### src/rtl/vga_pkg.sv
// Shared VGA timing constants, polarity encoding and axis-decode helpers.
// Covers 640x480@60 (generator defaults) and 800x600@60.
package vga_pkg;

  localparam int POL_ACTIVE_LOW  = 0;
  localparam int POL_ACTIVE_HIGH = 1;

  // 640x480@60, 25.175 MHz pixel clock, 800x525 total
  localparam int VGA640_H_ACTIVE = 640;
  localparam int VGA640_H_FP     = 16;
  localparam int VGA640_H_SYNC   = 96;
  localparam int VGA640_H_BP     = 48;
  localparam int VGA640_V_ACTIVE = 480;
  localparam int VGA640_V_FP     = 10;
  localparam int VGA640_V_SYNC   = 2;
  localparam int VGA640_V_BP     = 33;
  localparam int VGA640_H_POL    = POL_ACTIVE_LOW;
  localparam int VGA640_V_POL    = POL_ACTIVE_LOW;

  // 800x600@60, 40 MHz pixel clock, 1056x628 total
  localparam int SVGA800_H_ACTIVE = 800;
  localparam int SVGA800_H_FP     = 40;
  localparam int SVGA800_H_SYNC   = 128;
  localparam int SVGA800_H_BP     = 88;
  localparam int SVGA800_V_ACTIVE = 600;
  localparam int SVGA800_V_FP     = 1;
  localparam int SVGA800_V_SYNC   = 4;
  localparam int SVGA800_V_BP     = 23;
  localparam int SVGA800_H_POL    = POL_ACTIVE_HIGH;
  localparam int SVGA800_V_POL    = POL_ACTIVE_HIGH;

  typedef enum logic [1:0] {
    AXIS_ACTIVE,
    AXIS_FP,
    AXIS_SYNC,
    AXIS_BP
  } axis_region_e;

  // Back porch is whatever lies past the sync pulse, so it needs no bound here.
  function automatic axis_region_e axis_region(input int unsigned pos,
                                               input int unsigned active,
                                               input int unsigned fp,
                                               input int unsigned sync);
    if (pos < active) begin
      return AXIS_ACTIVE;
    end else if (pos < active + fp) begin
      return AXIS_FP;
    end else if (pos < active + fp + sync) begin
      return AXIS_SYNC;
    end
    return AXIS_BP;
  endfunction

  function automatic int unsigned max2(input int unsigned a, input int unsigned b);
    return (a > b) ? a : b;
  endfunction

  function automatic bit width_fits(input int unsigned cw, input int unsigned total);
    longint unsigned lim;
    lim = longint'(1) << cw;
    return lim >= longint'(total);
  endfunction

endpackage

### src/rtl/vga_axis_cnt.sv
// Single raster axis: wrapping position counter with registered sync/blank
// decoded from the next-state count so they line up with the count output.
module vga_axis_cnt
  import vga_pkg::*;
#(
  parameter int ACTIVE = 640,
  parameter int FP     = 16,
  parameter int SYNC   = 96,
  parameter int BP     = 48,
  parameter int POL    = 0,
  parameter int CW     = 11
) (
  input  logic          clk,
  input  logic          rst_n,
  input  logic          adv_i,
  output logic [CW-1:0] count_o,
  output logic          sync_o,
  output logic          blnk_o,
  output logic          active_next_o,
  output logic          wrap_o
);

  localparam int TOTAL = ACTIVE + FP + SYNC + BP;
  localparam logic [CW-1:0] LAST = CW'(TOTAL - 1);
  localparam logic SYNC_ON = POL[0];

  if (ACTIVE < 1 || FP < 1 || SYNC < 1 || BP < 1) begin : g_len_check
    $error("vga_axis_cnt: ACTIVE, FP, SYNC and BP must all be at least 1");
  end
  if (!width_fits(CW, TOTAL)) begin : g_cw_check
    $error("vga_axis_cnt: CW too narrow for axis total %0d", TOTAL);
  end

  logic [CW-1:0] count_q, count_d;
  logic          sync_q, sync_d;
  logic          blnk_q, blnk_d;
  logic          at_last;
  axis_region_e  region_d;

  assign at_last = (count_q == LAST);
  assign wrap_o  = adv_i && at_last;

  always_comb begin
    count_d = count_q;
    if (adv_i) begin
      count_d = at_last ? '0 : count_q + CW'(1);
    end
    region_d = axis_region(int'(count_d), ACTIVE, FP, SYNC);
    sync_d   = (region_d == AXIS_SYNC) ? SYNC_ON : ~SYNC_ON;
    blnk_d   = (region_d != AXIS_ACTIVE);
  end

  assign active_next_o = ~blnk_d;

  // Reset parks on the last position (back porch), so the first advance
  // lands on position 0 and sync is inactive while held in reset.
  always_ff @(posedge clk or negedge rst_n) begin
    if (!rst_n) begin
      count_q <= LAST;
      sync_q  <= ~SYNC_ON;
      blnk_q  <= 1'b1;
    end else begin
      count_q <= count_d;
      sync_q  <= sync_d;
      blnk_q  <= blnk_d;
    end
  end

  assign count_o = count_q;
  assign sync_o  = sync_q;
  assign blnk_o  = blnk_q;

endmodule

### src/rtl/vga_timing_gen.sv
// Parametrised VGA raster timing generator with pixel clock enable.
// Optional frame counter enabled by defining VGA_TIMING_FRAME_CNT_EN.
module vga_timing_gen
  import vga_pkg::*;
#(
  parameter int H_ACTIVE   = VGA640_H_ACTIVE,
  parameter int H_FP       = VGA640_H_FP,
  parameter int H_SYNC     = VGA640_H_SYNC,
  parameter int H_BP       = VGA640_H_BP,
  parameter int V_ACTIVE   = VGA640_V_ACTIVE,
  parameter int V_FP       = VGA640_V_FP,
  parameter int V_SYNC     = VGA640_V_SYNC,
  parameter int V_BP       = VGA640_V_BP,
  parameter int H_SYNC_POL = VGA640_H_POL,
  parameter int V_SYNC_POL = VGA640_V_POL,
  parameter int CW         = 11,
  parameter int FRAME_W    = 8
) (
  input  logic               clk,
  input  logic               rst_n,
  input  logic               ce,
  output logic [CW-1:0]      hcount,
  output logic [CW-1:0]      vcount,
  output logic               hsync,
  output logic               vsync,
  output logic               hblnk,
  output logic               vblnk,
  output logic               de,
  output logic               line_start,
  output logic               frame_start,
  output logic [FRAME_W-1:0] frame_cnt
);

  localparam int H_TOTAL = H_ACTIVE + H_FP + H_SYNC + H_BP;
  localparam int V_TOTAL = V_ACTIVE + V_FP + V_SYNC + V_BP;

  if (!width_fits(CW, max2(H_TOTAL, V_TOTAL))) begin : g_cw_check
    $error("vga_timing_gen: CW=%0d cannot hold max(%0d, %0d)", CW, H_TOTAL, V_TOTAL);
  end
  if (FRAME_W < 1) begin : g_fw_check
    $error("vga_timing_gen: FRAME_W must be at least 1");
  end

  logic h_wrap, v_wrap, v_adv;
  logic h_active_d, v_active_d;

  assign v_adv = ce && h_wrap;

  vga_axis_cnt #(
    .ACTIVE(H_ACTIVE), .FP(H_FP), .SYNC(H_SYNC), .BP(H_BP),
    .POL(H_SYNC_POL), .CW(CW)
  ) u_h_axis (
    .clk          (clk),
    .rst_n        (rst_n),
    .adv_i        (ce),
    .count_o      (hcount),
    .sync_o       (hsync),
    .blnk_o       (hblnk),
    .active_next_o(h_active_d),
    .wrap_o       (h_wrap)
  );

  vga_axis_cnt #(
    .ACTIVE(V_ACTIVE), .FP(V_FP), .SYNC(V_SYNC), .BP(V_BP),
    .POL(V_SYNC_POL), .CW(CW)
  ) u_v_axis (
    .clk          (clk),
    .rst_n        (rst_n),
    .adv_i        (v_adv),
    .count_o      (vcount),
    .sync_o       (vsync),
    .blnk_o       (vblnk),
    .active_next_o(v_active_d),
    .wrap_o       (v_wrap)
  );

  logic de_q, de_d;
  logic line_start_q, line_start_d;
  logic frame_start_q, frame_start_d;

  // h_wrap already carries ce, and v_wrap only fires on a line wrap, so the
  // strobes drop on the very next edge even when ce is low.
  always_comb begin
    de_d          = h_active_d && v_active_d;
    line_start_d  = h_wrap;
    frame_start_d = v_wrap;
  end

  always_ff @(posedge clk or negedge rst_n) begin
    if (!rst_n) begin
      de_q          <= 1'b0;
      line_start_q  <= 1'b0;
      frame_start_q <= 1'b0;
    end else begin
      de_q          <= de_d;
      line_start_q  <= line_start_d;
      frame_start_q <= frame_start_d;
    end
  end

  assign de          = de_q;
  assign line_start  = line_start_q;
  assign frame_start = frame_start_q;

`ifdef VGA_TIMING_FRAME_CNT_EN
  logic [FRAME_W-1:0] frame_cnt_q, frame_cnt_d;

  // Starts at all ones so the first frame after reset reads 0.
  always_comb begin
    frame_cnt_d = frame_cnt_q;
    if (v_wrap) begin
      frame_cnt_d = frame_cnt_q + FRAME_W'(1);
    end
  end

  always_ff @(posedge clk or negedge rst_n) begin
    if (!rst_n) begin
      frame_cnt_q <= '1;
    end else begin
      frame_cnt_q <= frame_cnt_d;
    end
  end

  assign frame_cnt = frame_cnt_q;
`else
  assign frame_cnt = '0;
`endif

endmodule
### config.mk
export PLATFORM = sky130hd
export DESIGN_NAME = vga_timing_gen
export DESIGN_NICKNAME = d
export VERILOG_FILES = /design/src/rtl/vga_pkg.sv /design/src/rtl/vga_axis_cnt.sv /design/src/rtl/vga_timing_gen.sv
export SDC_FILE = /design/constraint.sdc
export NUM_CORES = 1
export LEC_CHECK = 0
export CAP_MARGIN = 20
export CORE_MARGIN = 3
export CORE_UTILIZATION = 45
export DETAILED_ROUTE_END_ITERATION = 8
export PLACE_DENSITY = 0.76
export SYNTH_ARGS = -nofsm -noshare
export SYNTH_HDL_FRONTEND = slang
export SYNTH_HIERARCHICAL = 1
export SYNTH_SLANG_ARGS = --single-unit
### constraint.sdc
create_clock -name clk -period 2.73 [get_ports clk]
set_input_delay 0.4095 -clock clk [delete_from_list [all_inputs] [get_ports clk]]
set_output_delay 0.4095 -clock clk [all_outputs]
set_load 0.005 [all_outputs]
Word-level counts from Yosys, hierarchy flattened
Index checks and enable logic that the tools add are counted.
{"block": "word_totals", "mem_bits_ro": 0, "input_bits": 3, "ramBits": 0, "reg_bits": 29, "latch_bits": 0, "word_cells": 49, "memories": 0}
{"block": "classes", "multipliers": 0, "div_mod_pow": 0, "n_addsub": 2, "eq_ne": 4, "muxes": 20, "bitwise": 2, "order_cmp": 6, "n_shift": 0, "reduce_logical": 6}
{"cell": "$mux W11", "n": 4}
{"cell": "$lt A11 B10 Y1 const B", "n": 3}
{"cell": "$lt A11 B9 Y1 const B", "n": 3}
{"cell": "$add A11 B1 Y11 const B", "n": 2}
{"cell": "$eq A11 B10 Y1 const B", "n": 2}
{"cell": "$mux W2", "n": 8}
{"cell": "$mux W1", "n": 8}
{"cell": "$eq A2 B2 Y1 const B", "n": 2}
{"cell": "$logic_and A1 B1 Y1", "n": 4}
{"cell": "$reduce_bool A2 Y1", "n": 2}
{"cell": "$not A1 Y1", "n": 2}

Logic depth before layout (Yosys ltp)
Gate-level depths: netlist (run 1).
{"block": "logic_depth", "ltp_word": 12, "mapped_depth": 11, "mapped_depth_nobuf": 10}

Hierarchy
The synthesis (run 1) kept the hierarchy.
{"mod": "vga_axis_cnt (u_v_axis)", "instances": 1, "area_per_inst_um2": 805.8, "cells_per_inst": 84, "seq_area_each_um2": 331.6}
{"mod": "vga_axis_cnt (u_h_axis)", "instances": 1, "area_per_inst_um2": 762.0, "cells_per_inst": 71, "seq_area_each_um2": 336.6}
{"mod": "vga_timing_gen", "instances": 1, "area_per_inst_um2": 151.4, "cells_per_inst": 14, "seq_area_each_um2": 75.1}

Least setup slack after synthesis (run 1)
OpenSTA, ideal clock, no wires.
{"block": "synth_timing", "path_type": "reg-to-reg", "startpoint": "register u_h_axis.count_q[0], in the netlist u_h_axis/count_o[0]", "endpoint": "register de_q, in the netlist de", "path_slack_ps": -164, "path_buffers": 1, "period_less_slack_ps": 2894, "path_stages_with_launch": 12, "arrival_time_ps": 2775, "setup_time_ps": 119, "cell_sequence": "dfstp_2 ha_1 and4_4 and4_1 buf_6 and2_1 nand3_1 nor4_1 nor3_1 a311o_2 and2_1 and2_1"}
{"block": "synth_via", "elab_chain_len": 12}
{"element": "start: declaration", "line_no": "vga_axis_cnt.sv:34", "rtl": "logic [CW-1:0] count_q, count_d;"}
{"element": "start signal: assignment", "line_no": "vga_axis_cnt.sv:63", "rtl": "count_q <= count_d;"}
{"element": "$eq A11 B10 Y1 *", "line_no": "vga_axis_cnt.sv:40", "rtl": "assign at_last = (count_q == LAST);"}
{"element": "$logic_and A1 B1 Y1 *", "line_no": "vga_axis_cnt.sv:41", "rtl": "assign wrap_o = adv_i && at_last;"}
{"element": "named net h_wrap", "line_no": "vga_timing_gen.sv:44", "rtl": "logic h_wrap, v_wrap, v_adv;"}
{"element": "$logic_and A1 B1 Y1 *", "line_no": "vga_timing_gen.sv:47", "rtl": "assign v_adv = ce && h_wrap;"}
{"element": "named net v_adv", "line_no": "vga_timing_gen.sv:44"}
{"element": "$mux W11 *", "line_no": "vga_axis_cnt.sv:45", "rtl": "if (adv_i) begin"}
{"element": "$lt A11 B9 Y1", "line_no": "vga_pkg.sv:48", "rtl": "end else if (pos < active + fp + sync) begin"}
{"element": "$mux W1", "line_no": "vga_pkg.sv:48"}
{"element": "$mux W1", "line_no": "vga_pkg.sv:46", "rtl": "end else if (pos < active + fp) begin"}
{"element": "$mux W1", "line_no": "vga_pkg.sv:44", "rtl": "if (pos < active) begin"}
{"element": "$mux W2 *", "line_no": "vga_pkg.sv:51", "rtl": "return AXIS_BP;"}
{"element": "$reduce_bool A2 Y1 *", "line_no": "vga_axis_cnt.sv:50", "rtl": "blnk_d = (region_d != AXIS_ACTIVE);"}
{"element": "$not A1 Y1 *", "line_no": "vga_axis_cnt.sv:53", "rtl": "assign active_next_o = ~blnk_d;"}
{"element": "named net v_active_d", "line_no": "vga_timing_gen.sv:45", "rtl": "logic h_active_d, v_active_d;"}
{"element": "$logic_and A1 B1 Y1 *", "line_no": "vga_timing_gen.sv:84", "rtl": "de_d = h_active_d && v_active_d;"}
{"element": "named net de_d", "line_no": "vga_timing_gen.sv:77", "rtl": "logic de_q, de_d;"}
{"element": "end signal: assignment", "line_no": "vga_timing_gen.sv:91", "rtl": "de_q <= 1'b0;"}
{"element": "end signal: assignment", "line_no": "vga_timing_gen.sv:95", "rtl": "de_q <= de_d;"}
{"element": "end: declaration", "line_no": "vga_timing_gen.sv:77"}
The timed path passes the listed nets; every way through them passes the cells marked *.

Worst setup path in the final report (run 1)
{"block": "layout_timing", "startpoint": "register u_h_axis.count_q[1], in the netlist u_h_axis/count_o[1]", "endpoint": "register u_v_axis.sync_q, in the netlist u_v_axis/sync_o"}
{"block": "layout_via", "elab_chain_len": 11}
{"element": "$eq A11 B10 Y1 *", "line_no": "vga_axis_cnt.sv:40"}
{"element": "$logic_and A1 B1 Y1 *", "line_no": "vga_axis_cnt.sv:41"}
{"element": "named net h_wrap", "line_no": "vga_timing_gen.sv:44"}
{"element": "$logic_and A1 B1 Y1 *", "line_no": "vga_timing_gen.sv:47"}
{"element": "named net v_adv", "line_no": "vga_timing_gen.sv:44"}
{"element": "$mux W11 *", "line_no": "vga_axis_cnt.sv:45"}
{"element": "named net u_v_axis.count_d[8]", "line_no": "vga_axis_cnt.sv:34"}
{"element": "$lt A11 B9 Y1", "line_no": "vga_pkg.sv:48"}
{"element": "$mux W1", "line_no": "vga_pkg.sv:48"}
{"element": "$mux W1", "line_no": "vga_pkg.sv:46"}
{"element": "$mux W1", "line_no": "vga_pkg.sv:44"}
{"element": "$mux W2 *", "line_no": "vga_pkg.sv:51"}
{"element": "$eq A2 B2 Y1 *", "line_no": "vga_axis_cnt.sv:49", "rtl": "sync_d = (region_d == AXIS_SYNC) ? SYNC_ON : ~SYNC_ON;"}
{"element": "$mux W1 *", "line_no": "vga_axis_cnt.sv:49"}
{"element": "named net u_v_axis.sync_d", "line_no": "vga_axis_cnt.sv:35", "rtl": "logic sync_q, sync_d;"}
{"element": "end signal: assignment", "line_no": "vga_axis_cnt.sv:60", "rtl": "sync_q <= ~SYNC_ON;"}
{"element": "end signal: assignment", "line_no": "vga_axis_cnt.sv:64", "rtl": "sync_q <= sync_d;"}
{"element": "end: declaration", "line_no": "vga_axis_cnt.sv:35"}
Marked as above.

==> results.sh, run 1 <==
export IMPL_slowest_delay_ps=560
export IMPL_firstDrtPassIters=4
export IMPL_fin_cells=260
export IMPL_slew_viol_final=0
export IMPL_async_flop_share=1.000
export IMPL_muxShareOfSynthArea=0.01164
export IMPL_htreeDepth=2
export IMPL_finalHoldViolCount=0
export IMPL_hp_class="reg -> reg"
export IMPL_avgSynthCellArea_um2=10.17
export IMPL_grt_start_max_net_pins=30
export IMPL_io_buffers=31
export IMPL_cts_buffers=5
export IMPL_antenna_found_initial=0
export IMPL_holdWs_ps=511.8
export IMPL_critPathRequiredTime_ps=2930
export IMPL_powerDensity_nw_per_um2=607.7
export IMPL_whs_endpoint="u_h_axis/count_o[2]"
export IMPL_path_cells="ha_4, and4_4, and4_4, and2_4, nand4_1, nor3_4, xor2_2, nand3_2, or4b_4"
export IMPL_critPathLaunchType="flop"
export IMPL_cp_end_kind="flop"
export IMPL_arrival_ps=2820
export IMPL_grt_overflow=0
export IMPL_netlist_area_um2=1719
export IMPL_cp_startpoint="u_h_axis/count_o[1]"
export IMPL_start_util=0.4919
export IMPL_synth_ff_type="dfrtp_1"
export IMPL_drv_cap=0
export IMPL_timing_final_crit_share=0.9621
export IMPL_io_pins=40
export IMPL_syn2layout_area_growth_pct=31.73
export IMPL_layout_drive_gt1_share=0.2757
export IMPL_dp_final_hpwl_um=2686
export IMPL_syn_inst=169
export IMPL_crit_family="simple AND/OR/NAND/NOR gates"
export IMPL_path_buf_inv=0
export IMPL_synth_simple_area_share=0.2387
export IMPL_drt_iter0_markers=121
export IMPL_cp_slowest_cell="dfstp_2"
export IMPL_wl_um=3834
export IMPL_die_area_um2=4598
export IMPL_synth_top_family_by_area="simple AND/OR/NAND/NOR gates"
export IMPL_die_w_um=67.81
export IMPL_synth_edf_count=0
export IMPL_core_um2=3495
export IMPL_synth_distinct_cells=47
export IMPL_synthXorXnorAreaFrac=0.09170
export IMPL_grt_pass1_vias=1426
export IMPL_worst_path_most_repeated_cell="and4_4"
export IMPL_ir_drop_uv=280.8
export IMPL_cts_hold_fix_buffers=0
export IMPL_fill_cells=270
export IMPL_worstHoldPathCells=1
export IMPL_grt_use_total=0.1881
export IMPL_fin_skew_ps=5.509
export IMPL_worstSetupPathType="reg -> reg"
export IMPL_gp_congestion=0.8591
export IMPL_numClockSinks=29
export IMPL_r2r_slack_ps=100
export IMPL_ys_seq_area_frac=0.4323
export IMPL_final_util=0.6480
export IMPL_cts_path_max_buffers=2
export IMPL_cts_tree="yes"
export IMPL_vias_per_cell=5.485
export IMPL_ant_nets=0
export IMPL_synthAdderAreaFrac=0.02183
export IMPL_clk_pin_slew_worst_paths_ps=60
export IMPL_die_h_um=67.81
export IMPL_setup_violations=0
export IMPL_cts_root_buf="clkbuf_8"
export IMPL_nNetsFinal=219
export IMPL_fmax_ghz=0.3807
export IMPL_hp_start="u_h_axis/count_o[2]"
export IMPL_clk_latency_ps=280
export IMPL_r2r_end="u_v_axis/sync_o"
export IMPL_dp_cells=248
export IMPL_synth_seq_cells=29
export IMPL_path_depth=9
export IMPL_grt_pass1_wl_um=6465
export IMPL_r2r_start="u_h_axis/count_o[1]"
export IMPL_diodes=0
export IMPL_wl_per_cell_um=14.75
export IMPL_status="complete, no violations"
export IMPL_synth_compound_area_share=0.1106
export IMPL_path_max_fanout=4
export IMPL_ff2ff_path_depth=9
export IMPL_rows=21
export IMPL_num_vias=1426
export IMPL_drc=0
export IMPL_ys_warn_count=6
export IMPL_p_leak_nw=0.9864
export IMPL_setup_tns_ps=0
export IMPL_layout_min_cycle_time_ps=2627
-- worst reg2reg max path, stage by stage (launching register included) --
cell and delay (ps):
dfstp_2 560, ha_4 140, and4_4 220, and4_4 220, and2_4 150, nand4_1 160
nor3_4 270, xor2_2 210, nand3_2 120, or4b_4 490
-- metal layers --
metal / up-vias / wire length [um] / share of wire / track usage
met3: 10 / 233 / 0.061 / 0.06404
li1: 672 / - / - / -
met2: 50 / 1911 / 0.50 / 0.3159
met5: - / 0 / 0 / 0
met1: 694 / 1613 / 0.42 / 0.2175
met4: 0 / 75 / 0.020 / 0.08189
-- Yosys cell counts, types with 4 or more instances --
cell	n	area, um2
dfrtp_1	15	375.4
nand2_1	15	56.30
dfstp_2	14	367.9
nor2_1	11	41.29
xnor2_1	9	78.83
xor2_1	9	78.83
buf_4	8	60.06
o21ai_0	8	40.04
nand3_1	7	35.03
and2_1	6	37.54
buf_6	6	67.56
inv_1	5	18.77
a21oi_1	4	20.02
-- power breakdown --
part           total (mW)  internal, mW  switching, mW  leakage (nW)
clock network       0.390         0.227          0.163        0.0542
registers           0.581         0.514         0.0676         0.332
logic               0.404         0.231          0.173         0.600
-- through the flow --
step	cell area (um2)	setup slack, ps	total power [mW]
floorplan	1780	5.955	0.8078
global placement	2093	-84.58	0.9509
detailed placement	2093	-240.2	0.9684
CTS	2202	7.105	1.377
global route	2265	-33.59	1.455
finish	2265	103.5	1.376
-- logic make-up after synthesis --
| kind of cell | Yosys count |
|---|---|
| compound gates | 28 |
| xor+xnor | 18 |
| fa+ha+maj | 3 |
| buf+inv | 21 |
| flops | 29 |
| mux | 2 |
| other cells | 1 |
| simple gates | 67 |
-- cell usage in the layout, fill, tap and decap left out, types with 3 or more instances in the layout --
| cell | n |
|---|---|
| clkdlybuf4s50_1 | 31 |
| dfrtp_1 | 15 |
| buf_4 | 15 |
| nand2_1 | 15 |
| dfstp_2 | 14 |
| nor2_1 | 11 |
| conb_1 | 8 |
| xnor2_1 | 8 |
| xor2_1 | 8 |
| o21ai_0 | 8 |
| clkbuf_8 | 7 |
| nand3_1 | 6 |
| and2_1 | 5 |
| inv_1 | 5 |
| a21oi_1 | 4 |
| o22ai_1 | 3 |
-- flip-flops by register name (all words and copies together), names as in the netlist --
name / flops
u_v_axis/sync_o: 1
frame_start: 1
u_v_axis/blnk_o: 1
line_start: 1
u_v_axis/count_o: 11
u_h_axis/sync_o: 1
de: 1
u_h_axis/count_o: 11
u_h_axis/blnk_o: 1
-- final cells by class --
| class | count | area (um2) | share of cell area |
|---|---|---|---|
| multi-input combinational | 126 | 920.9 | 0.4066 |
| sequential | 29 | 743.2 | 0.3282 |
| timing repair buffer | 46 | 422.9 | 0.1867 |
| clock buffer | 7 | 96.34 | 0.04254 |
| tap | 46 | 57.56 | 0.02541 |
| inverter | 5 | 18.77 | 0.008287 |
| clock inverter | 1 | 5.005 | 0.002210 |
-- worst max-delay path by stage --
stage                            endpoint  slack (ps)
after floorplan           u_v_axis/sync_o           6
after global placement    u_v_axis/sync_o         -80
after detailed placement  u_v_axis/sync_o        -240
after CTS                 u_v_axis/sync_o           7
after global routing      u_v_axis/sync_o         -30
final                     u_v_axis/sync_o         100
-- repair_timing --
action	CTS	global route
pin swaps	2	3
buffers inserted	1	3
gates resized for setup	0	7
setup endpoints to repair	1	2
gates cloned	0	0
No activity file was read; power rests on OpenSTA's default activity.
==> run 2: changes to the inputs <==
Settings changed: CORE_UTILIZATION 45 to 47, CTS_BUF_LIST set to sky130_fd_sc_hd__clkbuf_4 sky130_fd_sc_hd__clkbuf_8, PLACE_DENSITY 0.76 to 0.79.
==> run 2 against run 1 <==
Against the previous run:
- critical path depth grew 1
- clock-buffer cell count did not move
- die area down 3.9%
- sequential share of layout area is 0.57 points lower
- wire length increased by 7.5%
- worst hold slack improved by 0.69 ps
- clock skew increased by 1.1 ps
- register-to-register slack worse by 80 ps
- cell count grew 1.9%
- sequential cell count is the same
- critical endpoint unchanged
==> results.sh, run 2 (synthesis results as in run 1) <==
export IMPL_status="complete, no violations"
export IMPL_drv_cap=0
export IMPL_path_cells="ha_4, and4_4, and4_4, and2_4, nand4_1, nor3_4, buf_6, xnor2_2, a311o_2, or4b_4"
export IMPL_die_w_um=66.48
export IMPL_ir_drop_uv=334.2
export IMPL_grt_use_total=0.2059
export IMPL_nNetsFinal=224
export IMPL_wl_per_cell_um=15.55
export IMPL_die_h_um=66.48
export IMPL_regArea_um2=743.2
export IMPL_die_area_um2=4420
export IMPL_dp_final_hpwl_um=2806
export IMPL_layout_common_cells="clkdlybuf4s50_1 (31), buf_4 (19), dfrtp_1 (15), nand2_1 (15), dfstp_2 (14)"
export IMPL_rows=21
export IMPL_gp_congestion=0.8943
export IMPL_arrival_ps=2910
export IMPL_grt_pass1_wl_um=6831
export IMPL_critPathRequiredTime_ps=2930
export IMPL_diodes=0
export IMPL_slowest_delay_ps=570
export IMPL_wl_um=4120
export IMPL_layout_drive_gt1_share=0.2785
export IMPL_fin_skew_ps=6.643
export IMPL_hp_class="in -> async"
export IMPL_drt_iter0_markers=146
export IMPL_path_max_fanout=4
export IMPL_cts_root_buf="clkbuf_8"
export IMPL_grt_pass1_vias=1459
export IMPL_clk_pin_slew_worst_paths_ps=70
export IMPL_clk_latency_ps=280
export IMPL_p_leak_nw=1.020
export IMPL_core_um2=3442
export IMPL_io_pins=40
export IMPL_rsz0062_at_grt="yes"
export IMPL_ant_nets=0
export IMPL_antenna_found_initial=0
export IMPL_drc=0
export IMPL_fin_cells=265
export IMPL_worst_path_most_repeated_cell="and4_4"
export IMPL_worstSetupPathType="reg -> reg"
export IMPL_multiInputGateArea_um2=900.9
export IMPL_cp_end_kind="flop"
export IMPL_start_util=0.4995
export IMPL_cts_buffers=5
export IMPL_fmax_ghz=0.3698
export IMPL_firstDrtPassIters=6
export IMPL_layout_min_cycle_time_ps=2704
export IMPL_setup_violations=0
export IMPL_final_common_cell="clkdlybuf4s50_1"
export IMPL_cp_slowest_cell="dfstp_2"
export IMPL_fill_cells=278
export IMPL_io_buffers=31
export IMPL_cts_path_max_buffers=2
export IMPL_finalHoldViolCount=0
export IMPL_htreeDepth=2
export IMPL_pre_cts_slack_ps=-234.9
export IMPL_num_vias=1423
export IMPL_timing_final_crit_share=0.9906
export IMPL_slew_viol_final=0
export IMPL_dp_cells=248
export IMPL_numClockSinks=29
export IMPL_vias_per_cell=5.370
export IMPL_cts_hold_fix_buffers=0
export IMPL_critPathLaunchType="flop"
export IMPL_grt_start_max_net_pins=30
export IMPL_setup_ws_ps=25.65
export IMPL_cts_tree="yes"
export IMPL_grt_overflow=0
export IMPL_syn2layout_area_growth_pct=34.06
export IMPL_powerDensity_nw_per_um2=641.0
[run 2: through the flow]
stage / area, um2 / TNS (ps) / hold slack (ps) / utilization / total power [mW]
2_1_floorplan: 1780 / 0 / 113.9 / - / 0.8078
3_3_place_gp: 2093 / -129.4 / 499.4 / 0.6081 / 0.9507
3_5_place_dp: 2093 / -365.0 / 507.1 / 0.6081 / 0.9731
4_1_cts: 2220 / 0 / 514.5 / 0.6449 / 1.449
5_1_grt: 2305 / -61.74 / 525.7 / 0.6696 / 1.555
6_report: 2305 / 0 / 512.5 / 0.6696 / 1.477
[run 2: worst max-delay path, delay by kind of cell, from the launching register on]
family	cells	cell delay, ps
AO/OA/AOI/OAI	1	190
XOR/XNOR	1	100
adder cells (fa/ha/maj)	1	140
buffers and inverters	1	140
flip-flops	1	570
AND/OR/NAND/NOR	6	1490
[run 2: path summary, 6_finish.rpt]
kind / start / slack (ps) / to / cells after the start
setup / recovery: u_h_axis/count_o[0] / 30 / u_v_axis/sync_o / 10
hold / removal: rst_n / 510 / line_start / 2
hold reg to reg: u_h_axis/count_o[2] / 510 / u_h_axis/count_o[2] / 1
setup reg to reg: u_h_axis/count_o[0] / 30 / u_v_axis/sync_o / 10
max in group asynchronous: rst_n / 1890 / u_h_axis/count_o[0] / 2
min in group clk: u_h_axis/count_o[2] / 510 / u_h_axis/count_o[2] / 1
[run 2: layout make-up]
type / count / area share
clock buffers: 7 / 0.03909
clock inverters: 1 / 0.01303
inverters: 5 / 0.008143
multi-input cells: 126 / 0.3909
flip-flops and latches: 29 / 0.3225
well taps: 46 / 0.02497
repair buffers: 51 / 0.2014
[run 2: report_power, final]
part	total, mW	leakage [nW]	switching [mW]	internal, mW
logic	0.426	0.625	0.186	0.240
clock network	0.468	0.0619	0.161	0.307
registers	0.583	0.332	0.0692	0.514
total	1.48	1.02	0.417	1.06
[run 2: timing repair]
action,4_1_cts,5_1_grt
cloned,0,0
setup buffers,0,9
setup endpoints to repair,1,2
pin swaps,1,5
gates resized for setup,1,4
endpoints found under the hold margin,0,0
[run 2: per-layer routing]
metal	global-route usage	share of wire	vias to the layer above
met2	0.3470	0.53	46
met3	0.06745	0.042	6
met5	0	0	-
met4	0.07614	0.015	0
met1	0.2425	0.41	696
li1	-	-	675
